$ cat src/rtl/adc_pkg.sv
// Shared definitions for the ADC0820 capture blocks.
package adc_pkg;

  localparam int unsigned ADC_DW          = 8;
  localparam int unsigned VREF_MV_DEFAULT = 5000;

  typedef enum logic [2:0] {
    StIdle,
    StConvert,
    StCapture,
    StAverage,
    StScale
  } adc_state_e;

endpackage

$ cat src/rtl/adc_sample_averager_if.sv
// ADC0820 pin-level bus: WR_n from the control block, INT_n and DB from the converter.
interface adc_sample_averager_if;
  import adc_pkg::*;

  logic              wr_n;
  logic              int_n;
  logic [ADC_DW-1:0] db;

  // Driving side (control block plus converter model).
  modport master (output wr_n, output int_n, output db);
  // Observing side (the averager).
  modport slave  (input wr_n, input int_n, input db);

endinterface

$ cat src/rtl/adc_edge_sync.sv
// Two-flop synchroniser for an active-low asynchronous pin plus a delay stage;
// fall_o pulses for one cycle when the synchronised level goes high-to-low.
module adc_edge_sync (
  input  logic clk_i,
  input  logic reset_ni,  // synchronous, active-low
  input  logic async_n_i,
  output logic fall_o
);

  logic sync1_q, sync1_d;
  logic sync2_q, sync2_d;
  logic dly_q, dly_d;

  // Shift the pin through the synchroniser and delay stage.
  always_comb begin
    sync1_d = async_n_i;
    sync2_d = sync1_q;
    dly_d   = sync2_q;
  end

  // Stages reset to the inactive (high) level so reset release is not seen as a fall.
  always_ff @(posedge clk_i) begin
    if (!reset_ni) begin
      sync1_q <= 1'b1;
      sync2_q <= 1'b1;
      dly_q   <= 1'b1;
    end else begin
      sync1_q <= sync1_d;
      sync2_q <= sync2_d;
      dly_q   <= dly_d;
    end
  end

  assign fall_o = dly_q & ~sync2_q;

endmodule

$ cat src/rtl/adc_sample_averager.sv
// ADC0820 sample capture, block averaging and millivolt scaling, with INT_n timeout.
// Optional build macro ADC_PEAK_HOLD_EN adds a peak-hold output.
module adc_sample_averager
  import adc_pkg::*;
#(
  parameter int unsigned LOG2_AVG = 3,
  parameter int unsigned VREF_MV  = VREF_MV_DEFAULT,
  parameter int unsigned MV_W     = 13,
  parameter int unsigned TIMEOUT  = 64
) (
  input  logic                  clk,
  input  logic                  reset_n,
  adc_sample_averager_if.slave  adc,
  input  logic                  err_clr,
  output logic [ADC_DW-1:0]     sample,
  output logic                  sample_valid,
  output logic [ADC_DW-1:0]     avg,
  output logic [MV_W-1:0]       mv,
  output logic                  mv_valid,
`ifdef ADC_PEAK_HOLD_EN
  output logic [ADC_DW-1:0]     peak,
`endif
  output logic                  timeout_err
);

  localparam int unsigned NumAvg = 1 << LOG2_AVG;
  localparam int unsigned AccW   = ADC_DW + LOG2_AVG;
  localparam int unsigned CntW   = (LOG2_AVG > 0) ? LOG2_AVG : 1;
  localparam int unsigned TmoW   = (TIMEOUT > 1) ? $clog2(TIMEOUT) : 1;
  localparam int unsigned ProdW  = ADC_DW + 32;

  logic int_fall;
  logic wr_rise;

  adc_edge_sync u_int_sync (
    .clk_i     (clk),
    .reset_ni  (reset_n),
    .async_n_i (adc.int_n),
    .fall_o    (int_fall)
  );

  adc_state_e        state_q, state_d;
  logic              wr_q, wr_d;
  logic [TmoW-1:0]   tmo_cnt_q, tmo_cnt_d;
  logic [CntW-1:0]   cnt_q, cnt_d;
  logic [AccW-1:0]   acc_q, acc_d;
  logic [ADC_DW-1:0] sample_q, sample_d;
  logic              sample_valid_q, sample_valid_d;
  logic [ADC_DW-1:0] avg_q, avg_d;
  logic [MV_W-1:0]   mv_q, mv_d;
  logic              mv_valid_q, mv_valid_d;
  logic              timeout_err_q, timeout_err_d;
`ifdef ADC_PEAK_HOLD_EN
  logic [ADC_DW-1:0] peak_q, peak_d;
`endif

  // wr_n is generated on-chip, so one register is enough for edge detect.
  assign wr_rise = adc.wr_n & ~wr_q;

  // Next-state and registered-output logic for the capture FSM.
  always_comb begin
    state_d        = state_q;
    wr_d           = adc.wr_n;
    tmo_cnt_d      = tmo_cnt_q;
    cnt_d          = cnt_q;
    acc_d          = acc_q;
    sample_d       = sample_q;
    sample_valid_d = 1'b0;
    avg_d          = avg_q;
    mv_d           = mv_q;
    mv_valid_d     = 1'b0;
    timeout_err_d  = err_clr ? 1'b0 : timeout_err_q;
`ifdef ADC_PEAK_HOLD_EN
    peak_d         = err_clr ? '0 : peak_q;
`endif

    unique case (state_q)
      StIdle: begin
        if (wr_rise) begin
          state_d   = StConvert;
          tmo_cnt_d = '0;
        end
      end
      StConvert: begin
        if (int_fall) begin
          state_d = StCapture;
        end else if (tmo_cnt_q == TmoW'(TIMEOUT - 1)) begin
          // A new timeout overrides a same-cycle err_clr.
          timeout_err_d = 1'b1;
          state_d       = StIdle;
        end else begin
          tmo_cnt_d = tmo_cnt_q + 1'b1;
        end
      end
      StCapture: begin
        sample_d       = adc.db;
        sample_valid_d = 1'b1;
        acc_d          = acc_q + AccW'(adc.db);
        cnt_d          = cnt_q + 1'b1;
`ifdef ADC_PEAK_HOLD_EN
        // err_clr restarts the peak from the value captured in the same cycle.
        if (err_clr || (adc.db > peak_q)) peak_d = adc.db;
`endif
        state_d = (cnt_q == CntW'(NumAvg - 1)) ? StAverage : StIdle;
      end
      StAverage: begin
        avg_d   = acc_q[AccW-1:LOG2_AVG];
        acc_d   = '0;
        cnt_d   = '0;
        state_d = StScale;
      end
      StScale: begin
        mv_d       = MV_W'((ProdW'(avg_q) * ProdW'(VREF_MV)) >> 8);
        mv_valid_d = 1'b1;
        state_d    = StIdle;
      end
      default: state_d = StIdle;
    endcase
  end

  // State and output registers with synchronous active-low reset.
  always_ff @(posedge clk) begin
    if (!reset_n) begin
      state_q        <= StIdle;
      wr_q           <= 1'b0;
      tmo_cnt_q      <= '0;
      cnt_q          <= '0;
      acc_q          <= '0;
      sample_q       <= '0;
      sample_valid_q <= 1'b0;
      avg_q          <= '0;
      mv_q           <= '0;
      mv_valid_q     <= 1'b0;
      timeout_err_q  <= 1'b0;
`ifdef ADC_PEAK_HOLD_EN
      peak_q         <= '0;
`endif
    end else begin
      state_q        <= state_d;
      wr_q           <= wr_d;
      tmo_cnt_q      <= tmo_cnt_d;
      cnt_q          <= cnt_d;
      acc_q          <= acc_d;
      sample_q       <= sample_d;
      sample_valid_q <= sample_valid_d;
      avg_q          <= avg_d;
      mv_q           <= mv_d;
      mv_valid_q     <= mv_valid_d;
      timeout_err_q  <= timeout_err_d;
`ifdef ADC_PEAK_HOLD_EN
      peak_q         <= peak_d;
`endif
    end
  end

  assign sample       = sample_q;
  assign sample_valid = sample_valid_q;
  assign avg          = avg_q;
  assign mv           = mv_q;
  assign mv_valid     = mv_valid_q;
  assign timeout_err  = timeout_err_q;
`ifdef ADC_PEAK_HOLD_EN
  assign peak         = peak_q;
`endif

endmodule

$ cat src/flat_wrapper.sv
// flat-port wrapper written by rule: the top's interface ports become plain ports
module adc_sample_averager_flat import adc_pkg::*;
#(
  parameter int unsigned LOG2_AVG = 3,
  parameter int unsigned VREF_MV  = VREF_MV_DEFAULT,
  parameter int unsigned MV_W     = 13,
  parameter int unsigned TIMEOUT  = 64
)
  (clk, reset_n, err_clr, sample, sample_valid, avg, mv, mv_valid, timeout_err, adc_wr_n, adc_int_n, adc_db);
  adc_sample_averager_if adc_i ();
  input  logic clk;
  input  logic reset_n;
  input  logic err_clr;
  output logic [ADC_DW-1:0] sample;
  output logic sample_valid;
  output logic [ADC_DW-1:0] avg;
  output logic [MV_W-1:0] mv;
  output logic mv_valid;
  output logic timeout_err;
  input wire logic [$bits(adc_i.wr_n)-1:0] adc_wr_n;
  input wire logic [$bits(adc_i.int_n)-1:0] adc_int_n;
  input wire logic [$bits(adc_i.db)-1:0] adc_db;
  assign adc_i.wr_n = adc_wr_n;
  assign adc_i.int_n = adc_int_n;
  assign adc_i.db = adc_db;
  adc_sample_averager #(.LOG2_AVG(LOG2_AVG), .VREF_MV(VREF_MV), .MV_W(MV_W), .TIMEOUT(TIMEOUT)) u_core (.clk(clk), .reset_n(reset_n), .adc(adc_i), .err_clr(err_clr), .sample(sample), .sample_valid(sample_valid), .avg(avg), .mv(mv), .mv_valid(mv_valid), .timeout_err(timeout_err));
endmodule
$ cat config.mk
export PLATFORM = sky130hd
export DESIGN_NAME = adc_sample_averager_flat
export DESIGN_NICKNAME = d
export VERILOG_FILES = /design/src/rtl/adc_pkg.sv /design/src/rtl/adc_sample_averager_if.sv /design/src/rtl/adc_edge_sync.sv /design/src/rtl/adc_sample_averager.sv /design/src/flat_wrapper.sv
export SDC_FILE = /design/constraint.sdc
export NUM_CORES = 1
export LEC_CHECK = 0
export CORE_ASPECT_RATIO = 0.9
export CORE_MARGIN = 10
export CORE_UTILIZATION = 56
export DETAILED_ROUTE_END_ITERATION = 10
export GPL_TIMING_DRIVEN = 1
export PLACE_DENSITY = 0.83
export SLEW_MARGIN = 20
export SYNTH_ARGS = -nofsm -noshare
export SYNTH_HDL_FRONTEND = slang
export SYNTH_SLANG_ARGS = --single-unit
$ cat constraint.sdc
create_clock -name clk -period 4.05 [get_ports clk]
set_input_delay 0.405 -clock clk [delete_from_list [all_inputs] [get_ports clk]]
set_output_delay 0.405 -clock clk [all_outputs]
set_load 0.05 [all_outputs]
==> results.txt <==
Timing would allow up to approximately 0.27 GHz. The required time reported for the critical path endpoint is 4.32 ns. The top-level port count came out at 45. Detailed routing placed a total of 479 um of wire on met3. The total negative slack for setup checks came out at 0 ns.

The total instance count after detailed placement came out at 549. From synthesis to final layout, the design area changed by 19.0%. After the flow finishes, the layout carries non-filler instances totaling about 570. The relative contribution of combinational cells to total power is 0.053. Subtracting the final worst setup slack from the clock period gives 3.76 ns. The total length of routed wires is 8.61 mm. The post-synth net total came out at 504. The vertical extent of the die is approximately 97 um. The number of buffers inserted to repair setup after CTS is 0. Across the whole layout, storage elements account for 1180 um^2.

The net switching component of the power is 0.271 mW. Hold repair after CTS inserted 0 buffers. Of the cells placed in the final design, the portion with a size suffix greater than 1 is 0.0418. For this run, design rule violations remaining after detail routing come to 0.

The post-synthesis cell count came out at between 400 and 500. In this run the critical register-to-register path is launched from u_core.avg[7]. The synthesized area came out at ~3700 um^2. The maximum number of pins on one net before global-route repair is 33. The leakage power figure is 1.88 nW. The cell that appears most often on the critical path is sky130_fd_sc_hd__fa_1. The clock latency at the later pin of the worst-skew pair came out at 0.35 ns. Setup repair after global routing left no endpoint under its margin.

The critical path starts at u_core.avg[7]. In this run the top signal layer used is met4. The kind of critical path is reg -> reg. The signal on the critical path passes through fa_1 > fa_1 > ha_1 > inv_1 > fa_1 > inv_1 > ha_1 > nand4_1 > o21ai_0 > a21oi_1 > a211o_1 > o211ai_1. The endpoint class of the critical path is a flip-flop.

The class of the most critical hold timing path is reg -> reg. The number of clock buffers inserted by TritonCTS is 9. The H-tree was split into 3 levels.

The number of pins with negative max-slew slack in the final report was 0. Measured on the finished design, the core utilization comes to 0.699. The total number of nets in the final design came out at roughly 550. The startpoint identified for the worst hold timing path is u_core.u_int_sync.sync1_q. IR analysis of the VDD net gives a maximum drop of 0.214 mV.

The cell-internal power came out at 0.912 mW. The number of antenna violations at the first check in global routing came out at 0. Post-CTS repair changed the size of 0 cells. The library cells used most frequently in the layout, excluding fill and tap cells, are sky130_fd_sc_hd__dfxtp_1, sky130_fd_sc_hd__nand2_1, sky130_fd_sc_hd__ha_1. The first-pass detailed-route iteration total came out at 4.

The final worst-path cycle share is 0.929. After global routing the overflow that remains totals 0. The proportion of synthesized flip-flops having asynchronous set or reset is 0. For the pin with the worst max-slew slack, the measured transition is approximately 0.63 ns. The highest fanout seen on the critical path came out at 7. In the synthesized netlist the dominant register cell turns out to be sky130_fd_sc_hd__dfxtp_1.

The number of enable-type register cells in the synthesized netlist is 0. The number of violations reported at the end of detailed-routing iteration 0 is 166. The post-CTS clock slew at the launch and capture registers of the worst setup and hold paths is ~0.060 ns. The number of rows created at floorplan came out at 27.

The buffer type at the clock tree root is sky130_fd_sc_hd__clkbuf_8. The count of antenna-violating nets left after detailed routing is 0. The library cell used most frequently in the layout, excluding fill and tap cells, is sky130_fd_sc_hd__dfxtp_1. The worst slack after detailed placement came out at 0.401 ns. Summing all multi-input logic gate instances after layout gives 2290 um^2. The number of global-route vias before repair came out at 3205.

The count of endpoints failing setup in the final report is 0. The routed via count divided by cell count came out at 5.66. The share of total power dissipated in sequential elements is 0.498. The power per cell area came out at 271 nW/um^2. The number of endpoints with negative hold slack in the final report is 0. The die outline area came out at roughly 10000 um^2. The worst setup path is launched from a flip-flop.

The top cell type by total area after synthesis is sky130_fd_sc_hd__dfxtp_1. The number of buffers on the longest clock path came out at 2. Among all stages on the critical path, the largest delay is contributed by sky130_fd_sc_hd__fa_1. The filler cell count is 512. The mean post-synth cell area came out at 8.56 um^2. Across the run, the number of max-cap violations was 0. In this run the horizontal extent of the chip is 105 um. Of the post-synthesis cell area, the dominant cell type holds 0.322.

TritonCTS built the clock tree. The fraction of power spent switching nets came out at 0.229. The clock skew came out at 0.00589 ns. The initial core utilization came out at 0.588. The count of buffers inserted at the top-level ports came out at 44.

After detailed routing, the average wire length per cell comes to 15.2 um. The count of yosys warnings during synthesis is 0. The number of buffer and inverter instances along the worst setup path came out at 2. The CTS sink count came out at 59. The number of different library cells in the post-synthesis netlist is 49. At the worst endpoint, the arrival time is a little over 4 ns.

The worst pin sits at a relative slew slack of 0.576. The via count of the routed design came out at about 3200. In this run the standard cell core region covers 6250 um^2.

The register area share after synthesis came out at 0.322. The worst setup slack after layout is 0.288 ns. The flow ran to the end, and the final reports show no timing, DRC or antenna violations. In the post-synthesis netlist, the biggest area contributors are sky130_fd_sc_hd__dfxtp_1, sky130_fd_sc_hd__ha_1, sky130_fd_sc_hd__fa_1, sky130_fd_sc_hd__nand2_1, sky130_fd_sc_hd__a21oi_1.

At the end of routability-driven placement, the weighted congestion stood at 0.874. In this design, the stage delay of the slowest critical-path cell is around 0.53 ns. The global-route usage over all layers came out at 0.174. The detailed router put a total of 3.79 mm of wire on met1. Total power for the finished layout comes to ~1.2 mW. The number of register bits inferred by synthesis is 59. The diode insertion count for antenna repair came out at 0. After detailed routing, the met2 layer carries approximately 4.2 mm of wire. The first-pass GRT wire length is 15.0 mm. The half-perimeter wire length of the detailed placement result came out at 6.38 mm. Among cell families on the critical path, the largest total delay comes from adder cells. Of the total power, the clock network draws 0.449.
==> synth_stat cells, types with 5 or more instances <==
| library cell | n |
|---|---|
| sky130_fd_sc_hd__nand4_1 | 6 |
| sky130_fd_sc_hd__xnor2_1 | 7 |
| sky130_fd_sc_hd__nor3_1 | 5 |
| sky130_fd_sc_hd__dfxtp_1 | 59 |
| sky130_fd_sc_hd__nand3_1 | 15 |
| sky130_fd_sc_hd__inv_1 | 35 |
| sky130_fd_sc_hd__a31oi_1 | 6 |
| sky130_fd_sc_hd__a21o_1 | 5 |
| sky130_fd_sc_hd__nor2_1 | 27 |
| sky130_fd_sc_hd__nor3b_1 | 5 |
| sky130_fd_sc_hd__nand2_1 | 57 |
| sky130_fd_sc_hd__o21ai_0 | 25 |
| sky130_fd_sc_hd__a211oi_1 | 7 |
| sky130_fd_sc_hd__fa_1 | 13 |
| sky130_fd_sc_hd__a22o_1 | 6 |
| sky130_fd_sc_hd__clkbuf_1 | 11 |
| sky130_fd_sc_hd__nand2b_1 | 6 |
| sky130_fd_sc_hd__ha_1 | 49 |
| sky130_fd_sc_hd__a21oi_1 | 36 |
==> layer usage <==
layer  vias to the layer above  GRT usage
li1                       1589          -
met1                      1504      0.208
met2                        88      0.289
met3                        16     0.0483
met4                         0     0.0618
met5                         -          0
==> path summary, 6_finish.rpt <==
path	to	slack, ns	cells after the start
setup / recovery	u_core.mv[10]	0.29	12
setup reg to reg	u_core.mv[10]	0.29	12
hold reg to reg	u_core.u_int_sync.dly_d	0.41	1
hold / removal	u_core.u_int_sync.dly_d	0.41	1
==> kinds of logic after synthesis <==
logic type / after synthesis / share of synthesized area
buf+inv: 51 / 0.0545
simple gates: 144 / 0.187
xor+xnor: 10 / 0.0239
fa+ha+maj: 62 / 0.238
compound gates: 101 / 0.169
flops: 59 / 0.322
mux: 2 / 0.00545
==> power groups by stage <==
stage | logic [mW] | registers (mW) | clock network (mW)
floorplan | 0.0379 | 0.602 | 0
global placement | 0.0596 | 0.601 | 0
detailed placement | 0.0613 | 0.602 | 0
CTS | 0.0620 | 0.589 | 0.539
global route | 0.0697 | 0.589 | 0.562
finish | 0.0626 | 0.589 | 0.532
==> state kept, by name (all words and copies together), names as in the netlist, 3 cells and up <==
| register | flops |
|---|---|
| u_core.sample | 8 |
| u_core.state_q | 3 |
| u_core.avg | 8 |
| u_core.tmo_cnt_q | 6 |
| u_core.mv | 13 |
| u_core.cnt_q | 3 |
| u_core.acc_q | 11 |
==> cell type report <==
cell class	instances	share of cell area
clock buffers	14	0.0349
clock inverters	2	0.00802
inverters	37	0.0318
multi-input cells	319	0.524
flip-flops and latches	59	0.270
well taps	87	0.0249
repair buffers	47	0.106
==> through the flow <==
step                      hold WS [ns]  instance area (um^2)
after detailed placement         0.395                  4180
final                            0.412                  4370
after floorplan                  0.386                  3670
after global placement           0.401                  4180
after CTS                        0.409                  4370
after global routing             0.437                  4370
(Power assumes the default switching activity.)
